**src/rtl/instruction_fetch.sv**
```systemverilog
// PC + fetch stage feeding controlpath; a new word is valid one edge after the address is issued (1 instr / 2 cycles).
// No backpressure port: halt freezes the held word, and jump/increment are only honoured while a word is held.
module instruction_fetch #(
    parameter int          ADDR_WIDTH = 8,
    parameter logic [15:0] RESET_PC   = 16'h0000
) (
    input  logic                  clock,
    input  logic                  resetn,
    input  logic                  program_counter_increment,
    input  logic                  jump_enable,
    input  logic [15:0]           jump_target,
    input  logic                  halt,
    output logic [ADDR_WIDTH-1:0] mem_address,
    input  logic [15:0]           mem_data,
    output logic [15:0]           current_instruction,
    output logic                  instruction_valid,
    output logic [15:0]           program_counter
);

    typedef enum logic [1:0] {
        START = 2'd0,
        FETCH = 2'd1,
        READY = 2'd2
    } state_t;

    state_t      state_q;
    logic [15:0] pc_q;
    logic [15:0] pc_d;
    logic [15:0] instr_q;
    logic        valid_q;
    logic        redirect;

    // Jump beats increment when both are requested in the same cycle.
    always_comb begin
        pc_d     = jump_enable ? jump_target : pc_q + 16'd1;
        redirect = (state_q == READY) && !halt
                   && (jump_enable || program_counter_increment);
    end

    always_ff @(posedge clock or negedge resetn) begin
        if (!resetn) begin
            state_q <= START;
            pc_q    <= RESET_PC;
            instr_q <= 16'h0000;
            valid_q <= 1'b0;
        end else begin
            case (state_q)
                START: begin
                    state_q <= FETCH;
                end
                FETCH: begin
                    instr_q <= mem_data;
                    valid_q <= 1'b1;
                    state_q <= READY;
                end
                READY: begin
                    if (redirect) begin
                        pc_q    <= pc_d;
                        instr_q <= 16'h0000;
                        valid_q <= 1'b0;
                        state_q <= FETCH;
                    end
                end
                default: begin
                    state_q <= START;
                    instr_q <= 16'h0000;
                    valid_q <= 1'b0;
                end
            endcase
        end
    end

    assign mem_address         = pc_q[ADDR_WIDTH-1:0];
    assign program_counter     = pc_q;
    assign current_instruction = instr_q;
    assign instruction_valid   = valid_q;

endmodule

```
**config.mk**
```make
export PLATFORM = sky130hd
export DESIGN_NAME = instruction_fetch
export DESIGN_NICKNAME = d
export VERILOG_FILES = /design/src/rtl/instruction_fetch.sv
export SDC_FILE = /design/constraint.sdc
export NUM_CORES = 1
export LEC_CHECK = 0
export BUFFER_PORTS_ARGS = -buffer_cell sky130_fd_sc_hd__buf_2
export CORE_MARGIN = 5
export CORE_UTILIZATION = 50
export CTS_CLUSTER_SIZE = 12
export DETAILED_ROUTE_END_ITERATION = 16
export GPL_TIMING_DRIVEN = 0
export PLACE_DENSITY = 0.83
export SKIP_LAST_GASP = 1
export SYNTH_ARGS = -nofsm -noshare
export SYNTH_HDL_FRONTEND = slang
export SYNTH_SLANG_ARGS = --single-unit
```
**constraint.sdc**
```tcl
create_clock -name clock -period 3.25 [get_ports clock]
set_input_delay 0.1625 -clock clock [delete_from_list [all_inputs] [get_ports clock]]
set_output_delay 0.1625 -clock clock [all_outputs]
set_load 0.05 [all_outputs]
```
==> flow_metrics.py <==
metrics = {
    "synthesis": {
        "ys_seq_area_share_pct": 48.41,
        "yosys-top-cells-area": "dfrtp_1 48%, a22o_1 7.7%, a21oi_1 5.5%, buf_4 3.7%, o21ai_0 2.5%",
        "synth_seq_cells": 35,
        "synth_cell_types": 49,
        "synth_top_cell_by_area": "dfrtp_1",
        "post-synth-top-count-cell": "dfrtp_1",
        "synth_edf_count": 0,
        "synth_flop_cell": "dfrtp_1",
        "netlist_area_um2": 1809,
        "yosysWarnings": 0,
        "synth_top_cell_area_share_pct": 48.41,
        "postSynthCellCount": 178,
        "yosys-top-cells-count": "35 x dfrtp_1, 20 x a21oi_1, 16 x a22o_1",
        "avgSynthCellArea_um2": 10.16,
        "async_flop_share_pct": 100.0,
        "syn-num-nets": 216,
    },
    "clock_network": {
        "cts.sinks": 35,
        "cts_buffers": 5,
        "clock_latency_ns": 0.33,
        "post_cts_buffers": 0,
        "root_buffer": "clkbuf_4",
        "cts.repair.resized": 0,
        "clk_pin_slew_ns": 0.11,
        "htreeDepth": 2,
        "cts_hold_buffers": 1,
        "cts_tree": "done",
        "ctsLongestPathBuffers": 2,
    },
    "hold_path": {
        "hold_class": "in2reg",
    },
    "critical_path": {
        "r2r_slack_ns": 1.50,
        "end_kind": "register",
        "critPathArrivalTime_ns": 1.97,
        "path_class": "reg2reg",
        "required_ns": 3.47,
        "crit_fanout": 8,
        "start_kind": "register",
    },
    "flow_run": {
        "max_cap_violations": 0,
    },
    "timing": {
        "slew_headroom_pct": 49.08,
        "clock_skew_ns": 0.008513,
        "final.setup.tns_ns": 0,
        "setup_viol": 0,
        "hold_viol_final": 0,
        "slew_violations": 0,
        "worst_pin_slew_ns": 0.7639,
        "rsz0062_at_grt": "false",
        "max_freq_mhz": 572.2,
        "period_share_pct": 53.77,
        "hold_ws_ns": 0.04270,
        "period_needed_ns": 1.748,
    },
    "die": {
        "die_h_um": 70.16,
        "io_pins": 78,
        "core_um2": 3416,
        "dieArea_um2": 4922,
        "initial_utilization_pct": 52.97,
        "std_cell_rows": 21,
        "die_w_um": 70.16,
    },
    "grt": {
        "track_usage_pct": 18.68,
        "gr-total-overflow": 0,
        "grt_pass1_vias": 1708,
        "antenna_found_initial": 0,
        "grt_start_max_net_pins": 36,
        "grt_pass1_wl_um": 7583,
    },
    "power_and_ir_drop": {
        "power_leakage_nw": 1.121,
        "p_per_area_nw_per_um2": 1147,
        "power_mw": 2.653,
        "ir_drop_uv": 605.8,
    },
    "drt": {
        "viasPerCell": 5.646,
        "drc_errors": 0,
        "vias": 1739,
        "dr.pass1.iters": 4,
        "ant_nets": 0,
        "drt_iter0_drc": 152,
        "wirelength_um": 4474,
        "post_drt_wl_per_cell_um": 14.53,
    },
    "finish": {
        "final_util_pct": 67.73,
        "nets": 300,
        "n_antenna_cell": 0,
        "area_delta_synth_final_pct": 27.87,
        "layout-drive-gt1-share_pct": 41.60,
    },
    "placement": {
        "gp_congestion": 0.9108,
        "dp_hpwl_um": 3254,
        "portBuffers": 76,
    },
    "run_status": {
        "status": "finished, final reports clean",
    },
}
[state kept, by name, summed over array words and instances, names as in the netlist]
| name | count |
|---|---|
| program_counter | 16 |
| instruction_valid | 1 |
| current_instruction | 16 |
| state_q | 2 |
[report_power, final]
group	leakage, nW	switching, mW	internal, mW
sequential	0.432	0.219	0.618
combinational	0.654	1.14	0.441
clock	0.0341	0.138	0.100
[layout make-up]
class / instances / area [um^2]
repair buffers: 77 / 390.4
well taps: 46 / 57.56
multi-input cells: 120 / 797.0
inverters: 2 / 7.507
plain buffers: 21 / 128.9
flip-flops and latches: 35 / 875.8
clock inverters: 1 / 5.005
fillers: 304 / 1102
clock buffers: 6 / 51.30
[critical path, cell delays in order (launching register included)]
cell,delay (ns)
dfrtp_1,0.51
ha_1,0.28
and4_1,0.21
clkbuf_1,0.24
nand3_1,0.15
o22ai_1,0.16
a21oi_1,0.09
[through the flow]
| stage | worst slack, ns | std cells | area, um^2 |
|---|---|---|---|
| floorplan | 1.419 | 178 | 1809 |
| global placement | 1.550 | 300 | 2247 |
| detailed placement | 1.528 | 300 | 2247 |
| CTS | 1.512 | 308 | 2313 |
| global route | 1.377 | 308 | 2313 |
| finish | 1.502 | 308 | 2313 |
[worst paths after layout]
kind | from | to | depth (start not counted)
worst max-delay path | program_counter[0]$_DFFE_PN0P_ | program_counter[14]$_DFFE_PN0P_ | 6
worst min-delay path | mem_data[0] | current_instruction[0]$_DFFE_PN0P_ | 2
worst max register to register | program_counter[0]$_DFFE_PN0P_ | program_counter[14]$_DFFE_PN0P_ | 6
worst min register to register | instruction_valid$_DFFE_PN0P_ | instruction_valid$_DFFE_PN0P_ | 1
max in group asynchronous | resetn | current_instruction[3]$_DFFE_PN0P_ | 2
min in group asynchronous | resetn | program_counter[8]$_DFFE_PN0P_ | 2
[routing by layer]
layer	track usage, %	vias up	share of wire, %
met5	0	-	0
met4	4.681	0	1.2
met3	7.174	8	9.8
met2	30.43	86	46
met1	23.33	800	43
li1	-	845	-
[logic make-up after synthesis]
family | Yosys count | synth area share, %
multiplexers | 2 | 1.107
buffers and inverters | 23 | 7.537
adder cells (fa/ha/maj) | 1 | 0.6915
AO/OA/AOI/OAI | 71 | 26.63
AND/OR/NAND/NOR | 46 | 15.63
flip-flops | 35 | 48.41
[cells in the final DEF, fill, tap and decap left out, types with 2 or more instances in the layout]
cell	instances
buf_2	83
dfrtp_1	35
a21oi_1	20
a22o_1	16
buf_4	9
o21ai_0	9
nand2_1	9
nand3_1	6
nor2_1	6
clkbuf_4	5
nand4_1	4
nor4_1	4
o31ai_1	4
o21ai_1	4
clkbuf_1	3
o22ai_1	3
nor2b_1	2
and4_1	2
a31oi_1	2
o2bb2ai_1	2
mux2i_1	2
No activity file was read; power rests on OpenSTA's default activity.
